`config.mk`:
```
export PLATFORM = sky130hd
export DESIGN_NAME = fifo_read_adapter
export DESIGN_NICKNAME = d
export VERILOG_FILES = /design/src/rtl/fifo_pkg.sv /design/src/rtl/read_tag_pipe.sv /design/src/rtl/fifo_read_adapter.sv
export SDC_FILE = /design/constraint.sdc
export NUM_CORES = 1
export LEC_CHECK = 0
export ABC_AREA = 0
export BUFFER_PORTS_ARGS = -buffer_cell sky130_fd_sc_hd__buf_2
export CAP_MARGIN = 15
export CORE_AREA = 5 5 88 90
export DETAILED_ROUTE_END_ITERATION = 10
export DIE_AREA = 0 0 93 95
export PLACE_DENSITY = 0.73
export SLEW_MARGIN = 20
export SYNTH_ARGS = -nofsm -noshare
export SYNTH_HDL_FRONTEND = slang
export SYNTH_HIERARCHICAL = 1
export SYNTH_SLANG_ARGS = --single-unit
```
`constraint.sdc`:
```
create_clock -name clk -period 3 [get_ports clk]
set_input_delay 0.6 -clock clk [delete_from_list [all_inputs] [get_ports clk]]
set_output_delay 0.6 -clock clk [all_outputs]
set_load 0.05 [all_outputs]
```
`src/rtl/fifo_pkg.sv`:
```
// Shared defaults and helpers for the delayed-FIFO family (fifo_with_delay, fifo_read_adapter).
package fifo_pkg;

    localparam int FIFO_DATA_WIDTH   = 8;
    localparam int FIFO_READ_LATENCY = 4;

    // One entry per in-flight read plus one for the word currently presented downstream.
    function automatic int skid_depth_for(input int read_latency);
        return read_latency + 1;
    endfunction

    function automatic int wrap_inc(input int ptr, input int depth);
        return (ptr == depth - 1) ? 0 : ptr + 1;
    endfunction

endpackage

```
`src/rtl/read_tag_pipe.sv`:
```
// Valid-only shift register tracking reads issued to the delayed FIFO; the last stage
// marks the edge at which the returning word is on fifo_data_out.
module read_tag_pipe
    import fifo_pkg::*;
#(
    parameter int STAGES = FIFO_READ_LATENCY
) (
    input  logic              clk,
    input  logic              rst,
    input  logic              i_read,
    output logic [STAGES-1:0] o_tags,
    output logic              o_capture
);

    logic [STAGES-1:0] r_tags;

    always_ff @(posedge clk or posedge rst) begin
        if (rst) begin
            r_tags <= '0;
        end else begin
            r_tags[0] <= i_read;
            for (int i = 1; i < STAGES; i++) begin
                r_tags[i] <= r_tags[i-1];
            end
        end
    end

    assign o_tags    = r_tags;
    assign o_capture = r_tags[STAGES-1];

endmodule

```
`src/rtl/fifo_read_adapter.sv`:
```
// Converts a fixed-latency FIFO read port into a valid/ready stream using read credits
// and a circular skid buffer that absorbs every word already requested.
module fifo_read_adapter
    import fifo_pkg::*;
#(
    parameter int DATA_WIDTH   = FIFO_DATA_WIDTH,
    parameter int READ_LATENCY = FIFO_READ_LATENCY,
    parameter int SKID_DEPTH   = skid_depth_for(READ_LATENCY)
) (
    input  logic                  clk,
    input  logic                  rst,
    input  logic                  fifo_empty,
    input  logic [DATA_WIDTH-1:0] fifo_data_out,
    output logic                  fifo_read_en,
    output logic                  m_valid,
    input  logic                  m_ready,
    output logic [DATA_WIDTH-1:0] m_data,
    output logic [15:0]           words_out
);

    localparam int IW = $clog2(READ_LATENCY + 1) + 1;
    localparam int CW = $clog2(SKID_DEPTH + 1);
    localparam int PW = (SKID_DEPTH > 1) ? $clog2(SKID_DEPTH) : 1;

    logic [READ_LATENCY-1:0] w_tags;
    logic                    w_capture;
    logic                    w_pop;
    logic                    w_credit_ok;
    logic                    w_read_en;
    logic [CW:0]             w_count_nxt;

    logic [IW-1:0]           r_inflight;
    logic [CW-1:0]           r_skid_count;
    logic [PW-1:0]           r_wr_ptr;
    logic [PW-1:0]           r_rd_ptr;
    logic [DATA_WIDTH-1:0]   r_skid [SKID_DEPTH];
    logic [15:0]             r_words_out;

    assign w_pop = (r_skid_count != '0) && m_ready;

    // A word leaving the buffer this cycle frees its credit immediately, which is what
    // lets the loop run at one word per cycle with only READ_LATENCY+1 entries.
    assign w_credit_ok = (int'(r_inflight) + int'(r_skid_count)) < (SKID_DEPTH + int'(w_pop));
    assign w_read_en   = !fifo_empty && w_credit_ok && !rst;

    read_tag_pipe #(
        .STAGES    (READ_LATENCY)
    ) u_tag_pipe (
        .clk       (clk),
        .rst       (rst),
        .i_read    (w_read_en),
        .o_tags    (w_tags),
        .o_capture (w_capture)
    );

    always_ff @(posedge clk or posedge rst) begin
        if (rst) begin
            r_inflight <= '0;
        end else begin
            case ({w_read_en, w_capture})
                2'b10:   r_inflight <= r_inflight + IW'(1);
                2'b01:   r_inflight <= r_inflight - IW'(1);
                default: r_inflight <= r_inflight;
            endcase
        end
    end

    // One bit wider than the counter so an overflow would be visible to the assertion.
    assign w_count_nxt = {1'b0, r_skid_count} + (CW+1)'(w_capture) - (CW+1)'(w_pop);

    always_ff @(posedge clk or posedge rst) begin
        if (rst) begin
            for (int i = 0; i < SKID_DEPTH; i++) begin
                r_skid[i] <= '0;
            end
            r_wr_ptr     <= '0;
            r_rd_ptr     <= '0;
            r_skid_count <= '0;
        end else begin
            if (w_capture) begin
                r_skid[r_wr_ptr] <= fifo_data_out;
                r_wr_ptr         <= PW'(wrap_inc(int'(r_wr_ptr), SKID_DEPTH));
            end
            if (w_pop) begin
                r_rd_ptr <= PW'(wrap_inc(int'(r_rd_ptr), SKID_DEPTH));
            end
            r_skid_count <= w_count_nxt[CW-1:0];
        end
    end

    always_ff @(posedge clk or posedge rst) begin
        if (rst) begin
            r_words_out <= '0;
        end else if (w_pop) begin
            r_words_out <= r_words_out + 16'd1;
        end
    end

    assign fifo_read_en = w_read_en;
    assign m_valid      = (r_skid_count != '0);
    assign m_data       = r_skid[r_rd_ptr];
    assign words_out    = r_words_out;

    a_skid_no_overflow: assert property (@(posedge clk) disable iff (rst)
        w_count_nxt <= (CW+1)'(SKID_DEPTH));

    a_inflight_matches_tags: assert property (@(posedge clk) disable iff (rst)
        int'(r_inflight) == $countones(w_tags));

endmodule
```
# --- Word-level counts from Yosys, hierarchy flattened ---
# Index checks and enable logic that the tools add are counted.
classes:
  addsub: 9
  order_cmp: 4
  n_eq_ne: 4
  mux: 9
  bitwise: 2
  reduce_logical: 8
op_table:
  columns: ["op", "n"]
  rows:
  - ["$bwmux W40", 1]
  - ["$bmux W8 S3", 1]
  - ["$demux W8 S3", 1]
  - ["$mux W8", 3]
  - ["$add A16 B1 Y16 const B", 1]
  - ["$ge A4 B4 Y1 const B", 2]
  - ["$not A3 Y4", 2]
  - ["$pmux W4 S2", 1]
  - ["$add A3 B1 Y3 const B", 2]
  - ["$eq A3 B3 Y1 const B", 2]
  - ["$mux W3", 2]
  - ["$add A4 B3 Y5", 1]
  - ["$lt A5 B4 Y1", 1]
  - ["$add A3 B1 Y4 const A", 1]
  - ["$add A4 B1 Y4 const B", 1]
  - ["$logic_and A1 B1 Y1", 4]
  - ["$lt A4 B1 Y1 const B", 1]
  - ["$sub A4 B1 Y4 const B", 1]
  - ["$add A3 B1 Y3", 1]
  - ["$reduce_bool A3 Y1", 1]
  - ["$sub A3 B1 Y3", 1]
  - ["$eq A2 B1 Y1 const B", 1]
  - ["$eq A2 B2 Y1 const B", 1]
  - ["$logic_not A1 Y1", 2]
  - ["$reduce_bool A2 Y1", 1]
word_totals:
  ff_bits: 73
  inputBits: 12
  out_inout_bits: 26

# --- Longest topological paths before layout ---
# Gate-level depths: netlist of the first run.
logic_depth:
  depth_word: 8
  mapped_depth: 12

# --- Cells and area by module ---
# Netlist of the first run, hierarchy kept.
modules_own_cells:
  columns: ["module", "n_inst", "cells_per_inst", "area_per_inst_um2", "seq_area_each_um2"]
  rows:
  - ["fifo_read_adapter", 1, 271, 3422.0, 1726.7]
  - ["read_tag_pipe", 1, 6, 111.4, 100.1]

# --- Least setup slack after synthesis of the first run ---
# OpenSTA, ideal clock, no wires.
synth_timing:
  path_type: "register -> register"
  from: "register r_skid_count[0]"
  to: "register r_inflight[3]"
  arrival_ns: 2.915
  required_ns: 2.874
  path_slack_ns: -0.041
  stages_incl_launch_ff: 12
  n_path_buf: 0
  synth_period_minus_slack_ns: 3.041
  cell_sequence: "dfrtp_1 ha_1 inv_1 fa_1 a21boi_0 o211ai_1 ha_1 ha_1 a21o_1 a2111oi_0 a31oi_1 a311o_1"
synth_via:
  elab_chain_len: 8
  word_cells_on_any_way: 11
synth_rtl:
  columns: ["item", "line_no", "text"]
  rows:
  - ["start, declared", "fifo_read_adapter.sv:33", "logic [CW-1:0] r_skid_count;"]
  - ["start signal, assigned", "fifo_read_adapter.sv:87", "r_skid_count <= w_count_nxt[CW-1:0];"]
  - ["$reduce_bool A3 Y1", "fifo_read_adapter.sv:39", "assign w_pop = (r_skid_count != '0) && m_ready;"]
  - ["$logic_and A1 B1 Y1", "fifo_read_adapter.sv:39", null]
  - ["$add A3 B1 Y4", "fifo_read_adapter.sv:43", "assign w_credit_ok = (int'(r_inflight) + int'(r_skid_count)) < (SKID_DEPTH + int'(w_pop));"]
  - ["$lt A5 B4 Y1 *", "fifo_read_adapter.sv:43", null]
  - ["$logic_and A1 B1 Y1 * (2 in series)", "fifo_read_adapter.sv:44", "assign w_read_en = !fifo_empty && w_credit_ok && !rst;"]
  - ["$eq A2 B1 Y1 or $eq A2 B2 Y1 (tied branches)", "fifo_read_adapter.sv:60", "case ({w_read_en, w_capture})"]
  - ["$pmux W4 S2 or $reduce_bool A2 Y1 (tied branches)", null, null]
  - ["end signal, assigned", "fifo_read_adapter.sv:61", "2'b10: r_inflight <= r_inflight + IW'(1);"]
  - ["end signal, assigned", "fifo_read_adapter.sv:62", "2'b01: r_inflight <= r_inflight - IW'(1);"]
  - ["end signal, assigned", "fifo_read_adapter.sv:63", "default: r_inflight <= r_inflight;"]
  - ["end, declared", "fifo_read_adapter.sv:32", "logic [IW-1:0] r_inflight;"]
# Mark *: on every way between the ends. The rest lies on a longest branch, timed or not.
# A chain may end at the register's enable or synchronous reset.

# --- Worst setup path after layout of the first run ---
# Ends and elaborated chain as after synthesis.

==> flow_summary_export.csv, run 1 <==
group,metric,value,unit
power_and_ir_drop,intPower,2.82,mW
power_and_ir_drop,seq_power_share,0.366,
outcome,status,"completed",
power_and_ir_drop,switchingPower,1.96,mW
timing,finalCritPeriodShare,0.968,
timing,max_freq,344,MHz
placed_design,pre_cts_ws,-0.0749,ns
power_and_ir_drop,vdd_drop_max,0.669,mV
clock_tree,cts_max_level,3,
placed_design,place_congestion,0.786,
critical_path,cp_top_family,"compound AO/OA/AOI/OAI gates",
layout,fillers,582,
critical_path,cp_common_cell,"ha_4",
detailed_routing,viasPerCell,5.48,
placed_design,dpl_cell_area,3830,um^2
die,fp.dieW,93,um
detailed_routing,met3_length,261,um
detailed_routing,num_vias,2257,
layout,syn_to_final_growth,16.3,%
clock_tree,ctsLongestPathBuffers,2,
critical_path,worst-path-buf-inv,1,
critical_path,slowest_delay,0.43,ns
die,core_area,6980,um^2
critical_path,worst-path-max-fanout,3,
critical_path,startpoint,"r_skid_count[0]$_DFF_PP0_",
synthesis,synthCells,276,
layout,final_area,4100,um^2
power_and_ir_drop,swShare,0.410,
timing,rsz0062_at_grt,"yes",
detailed_routing,routedLengthMet1,3.04,mm
detailed_routing,top_layer,"met4",
timing,worst_pin_slew,0.806,ns
clock_tree,cts_root_buf,"clkbuf_8",
detailed_routing,routed_wirelength,6.63,mm
critical_path,crit_slowest_cell,"dfrtp_2",
power_and_ir_drop,totalPowerFinal,4.78,mW
power_and_ir_drop,power_density,1170,nW/um^2
detailed_routing,ant_nets,0,
critical_path,start_kind,"flip-flop",
layout,diodes,0,
detailed_routing,dr.pass1.iters,5,
layout,post_route_cells_drive_above_1_share,0.382,
placed_design,dp.final_hpwl,4.52,mm
min_path,min_path_type,"in -> async",
layout,nets,353,
clock_tree,numCtsBuffers,9,
critical_path,critical_path_class,"reg -> reg",
die,io_pins,38,
power_and_ir_drop,share_comb_of_total_power,0.465,
timing,min_period,2.90,ns
critical_path,r2r_slack,0.1,ns
critical_path,cp.arrival,3.13,ns
layout,fin_cells,412,
synthesis,synth_nets,303,
die,die_area,8840,um^2
synthesis,avgSynthCellArea,12.8,um^2
die,die_h,95,um
synthesis,synth_area,3530,um^2
global_route,grt_pass1_vias,2360,
global_route,antenna_found_initial,0,
power_and_ir_drop,clkPwrFrac,0.169,
flow_run,drv_cap,0,
timing,hold_viol_final,0,
global_route,grt_max_degree,27,
critical_path,cp_cell_sequence,"ha_4 -> inv_2 -> fa_1 -> a21boi_2 -> o211ai_1 -> ha_2 -> ha_4 -> a21o_1 -> a2111oi_2 -> a31oi_1 -> a311o_1",
critical_path,r2r-start,"r_skid_count[0]$_DFF_PP0_",
die,initial_core_util,0.505,
clock_tree,tritoncts,"done",
clock_tree,clkSinkCount,73,
critical_path,reg2reg_depth,11,
critical_path,worst-path-stages,11,
critical_path,end_kind,"flip-flop",
synthesis,yosys_warnings,6,
detailed_routing,dr_wl_met2,3.24,mm
die,row_count,31,
global_route,grt_usage,0.168,
global_route,global_route.overflow_total,0,
detailed_routing,wl_per_cell,16.1,um
detailed_routing,drc,0,
placed_design,io_buffers,37,
critical_path,critical_path_required,3.23,ns
timing,slew_headroom,0.460,
global_route,grt_pass1_wl,11.4,mm
detailed_routing,drtIter0Drc,65,
clock_tree,path_clk_slew,0.07,ns
power_and_ir_drop,p_leak,1.96,nW
timing,fin_skew,0.00880,ns
timing,setup_viol,0,
placed_design,place_inst,395,
timing,final-max-slew-violation-count,0,
clock_tree,clk_latency,0.34,ns
timing,setup_ws,0.0958,ns
-- layout make-up --
cell class,instances,area (um^2),area share
Sequential cell,73,1830,0.446
Multi-Input combinational cell,174,1620,0.394
Timing Repair Buffer,47,264,0.0644
Clock buffer,9,124,0.0302
Tap cell,82,103,0.0250
Clock inverter,6,83.8,0.0205
Inverter,21,78.8,0.0192
-- state kept, by name (all words and copies together) (netlist names) --
signal             flops
r_skid_count           3
words_out             16
r_rd_ptr               3
u_tag_pipe/o_tags      4
r_skid                40
r_wr_ptr               3
r_inflight             4
-- worst paths after layout --
kind | endpoint
worst min-delay path | u_tag_pipe/o_tags[0]$_DFF_PP0_
worst max-delay path | r_inflight[3]$_DFFE_PP0P_
min in group clk | u_tag_pipe/o_tags[1]$_DFF_PP0_
max in group asynchronous | r_skid[32]$_DFFE_PP0P_
worst max register to register | r_inflight[3]$_DFFE_PP0P_
worst min register to register | u_tag_pipe/o_tags[1]$_DFF_PP0_
-- metal layers --
layer,up-vias,global-route usage
met3,11,0.0359
met4,0,0.0623
li1,1067,-
met1,1132,0.220
met5,-,0
met2,47,0.275
-- placed cells by master (no fill, tap or decap), types with 3 or more instances in the layout --
cell	count
ha_1	9
mux4_2	8
buf_4	9
inv_1	18
inv_2	3
dfrtp_1	71
and3_1	5
nand4_1	3
nor3_2	3
xnor2_1	16
nand3_1	7
mux2_2	32
mux2_4	8
xor2_1	4
nand2_1	26
buf_2	37
clkbuf_8	9
o21ai_0	18
fa_1	3
nor2_1	4
clkinv_2	3
-- per-stage QoR --
step / util / TNS, ns / hold slack, ns
2_1_floorplan: - / 0 / 0.331
3_3_place_gp: 0.549 / 0 / 0.335
3_5_place_dp: 0.549 / -0.0749 / 0.338
4_1_cts: 0.580 / 0 / 0.147
5_1_grt: 0.587 / -0.0265 / 0.152
6_report: 0.587 / 0 / 0.157
-- timing repair --
action / in CTS / in global routing
gates resized for setup: 3 / 8
setup endpoints to repair: 1 / 1
pin swaps: 0 / 6
hold buffers: 0 / 0
buffers inserted: 0 / 2
cloned: 0 / 0
-- worst register-to-register path, stage by stage, from the launching register on --
cell and delay, ns:
dfrtp_2 0.43, ha_4 0.17, inv_2 0.04, fa_1 0.39, a21boi_2 0.17, o211ai_1 0.19, ha_2 0.25, ha_4 0.20
a21o_1 0.22, a2111oi_2 0.32, a31oi_1 0.09, a311o_1 0.35
-- power by group through the flow --
stage | Combinational [mW] | Sequential, mW | Clock (mW)
4_1_cts | 2.18 | 1.75 | 0.830
6_report | 2.22 | 1.75 | 0.807
2_1_floorplan | 1.63 | 1.75 | 0
3_5_place_dp | 2.14 | 1.77 | 0
3_3_place_gp | 2.09 | 1.74 | 0
5_1_grt | 2.45 | 1.82 | 0.874
No activity file was read; power rests on OpenSTA's default activity.
==> run 2, diff against run 1 <==
RECOVER_POWER = 50   (was not set)
==> flow_summary_export.csv, run 2 (synthesis results as in run 1) <==
group,metric,value,unit
outcome,status,"completed",
global_route,grt_pass1_vias,2360,
layout,nets,353,
clock_tree,path_clk_slew,0.07,ns
layout,multi_input_area,1620,um^2
layout,largest_reg_flops,40,
detailed_routing,dr.pass1.iters,4,
layout,post_route_cells_drive_above_1_share,0.367,
die,initial_core_util,0.505,
critical_path,critical_path_class,"reg -> reg",
placed_design,dpl_cell_area,3830,um^2
layout,fin_cells,412,
power_and_ir_drop,p_leak,1.95,nW
critical_path,end_kind,"flip-flop",
die,die_h,95,um
clock_tree,ctsHoldBuffers,0,
clock_tree,tritoncts,"done",
power_and_ir_drop,vdd_drop_max,0.670,mV
global_route,global_route.overflow_total,0,
layout,regArea,1830,um^2
timing,min_period,2.91,ns
global_route,grt_pass1_wl,11.4,mm
timing,fin_skew,0.00827,ns
critical_path,cp.arrival,3.12,ns
global_route,grt_max_degree,27,
layout,largest-register,"r_skid",
clock_tree,numCtsBuffers,9,
detailed_routing,ant_nets,0,
critical_path,critical_path_required,3.22,ns
detailed_routing,num_vias,2254,
layout,syn_to_final_growth,16.0,%
critical_path,reg2reg_depth,11,
timing,slew_headroom,0.147,
layout,fillers,582,
global_route,antenna_found_initial,0,
power_and_ir_drop,clkPwrFrac,0.168,
detailed_routing,routed_wirelength,6.64,mm
layout,diodes,0,
clock_tree,ctsLongestPathBuffers,2,
die,fp.dieW,93,um
clock_tree,cts_root_buf,"clkbuf_8",
critical_path,r2r-start,"r_skid_count[0]$_DFF_PP0_",
placed_design,io_buffers,37,
timing,setup_viol,0,
power_and_ir_drop,power_density,1170,nW/um^2
critical_path,r2r_slack,0.09,ns
min_path,min_path_type,"in -> async",
timing,rsz0062_at_grt,"yes",
power_and_ir_drop,totalPowerFinal,4.78,mW
placed_design,place_congestion,0.786,
die,die_area,8840,um^2
power_and_ir_drop,switchingPower,1.96,mW
detailed_routing,drc,0,
critical_path,reg2reg_to,"r_inflight[3]$_DFFE_PP0P_",
timing,worst_pin_slew,1.28,ns
detailed_routing,drtIter0Drc,62,
layout,final_area,4090,um^2
placed_design,dp.final_hpwl,4.52,mm
detailed_routing,wl_per_cell,16.1,um
clock_tree,cts_max_level,3,
power_and_ir_drop,share_comb_of_total_power,0.465,
die,core_area,6980,um^2
detailed_routing,viasPerCell,5.47,
power_and_ir_drop,swShare,0.410,
timing,hold_viol_final,0,
critical_path,worst-path-max-fanout,3,
flow_run,drv_cap,0,
layout,final_cell_mix,"71 x dfrtp_1, 36 x buf_2, 32 x mux2_2",
clock_tree,clk_latency,0.33,ns
power_and_ir_drop,seq_power_share,0.366,
die,row_count,31,
critical_path,start_kind,"flip-flop",
power_and_ir_drop,intPower,2.82,mW
timing,final-max-slew-violation-count,0,
timing,finalCritPeriodShare,0.968,
clock_tree,clkSinkCount,73,
layout,layout_commonest_cell,"dfrtp_1",
placed_design,place_inst,395,
timing,max_freq,344,MHz
global_route,grt_usage,0.168,
die,io_pins,38,
## run 2: metal layers
metal,part of all wire,GRT usage,vias up
met1,0.46,0.220,1138
li1,-,-,1066
met3,0.037,0.0359,7
met5,0,0,-
met4,0.0092,0.0623,0
met2,0.49,0.275,43
## run 2: worst max path at each step
stage / slack [ns] / cells after the start / to / start
after floorplan: 0.02 / 11 / r_inflight[3]$_DFFE_PP0P_ / r_skid_count[0]$_DFF_PP0_
after global placement: 0.06 / 10 / r_inflight[3]$_DFFE_PP0P_ / r_inflight[1]$_DFFE_PP0P_
after detailed placement: -0.07 / 11 / r_inflight[3]$_DFFE_PP0P_ / r_skid_count[0]$_DFF_PP0_
after CTS: 0.04 / 11 / r_inflight[3]$_DFFE_PP0P_ / r_skid_count[0]$_DFF_PP0_
after global routing: -0.03 / 11 / r_inflight[3]$_DFFE_PP0P_ / r_inflight[1]$_DFFE_PP0P_
final: 0.09 / 11 / r_inflight[3]$_DFFE_PP0P_ / r_skid_count[0]$_DFF_PP0_
## run 2: power groups by stage
stage | clock, mW | sequential [mW] | combinational (mW)
2_1_floorplan | 0 | 1.75 | 1.63
4_1_cts | 0.830 | 1.75 | 2.18
3_5_place_dp | 0 | 1.77 | 2.14
3_3_place_gp | 0 | 1.74 | 2.09
5_1_grt | 0.874 | 1.82 | 2.44
6_report | 0.803 | 1.75 | 2.22
## run 2: through the flow
step	hold WS [ns]	util	setup TNS (ns)	setup WS, ns
2_1_floorplan	0.331	-	0	0.0153
3_3_place_gp	0.335	0.549	0	0.0585
3_5_place_dp	0.338	0.549	-0.0749	-0.0749
4_1_cts	0.147	0.580	0	0.0439
5_1_grt	0.145	0.586	-0.0265	-0.0265
6_report	0.156	0.586	0	0.0947
## run 2: worst max-delay path, cell delays in order, from the launching register on
cell,delay [ns]
dfrtp_2,0.43
ha_4,0.17
inv_2,0.04
fa_1,0.38
a21boi_2,0.17
o211ai_1,0.19
ha_2,0.25
ha_4,0.20
a21o_1,0.22
a2111oi_2,0.32
a31oi_1,0.09
a311o_1,0.35
## run 2: cell type report
cell class	count	share of cell area
inverter	21	0.0193
multi-input combinational	174	0.395
timing repair buffer	47	0.0624
clock buffer	9	0.0303
sequential	73	0.447
clock inverter	6	0.0205
tap	82	0.0251
## run 2: what timing repair did
item / CTS / global route
resized for setup: 3 / 8
endpoints found under the setup margin: 1 / 1
pin swaps: 0 / 6
setup buffers: 0 / 2
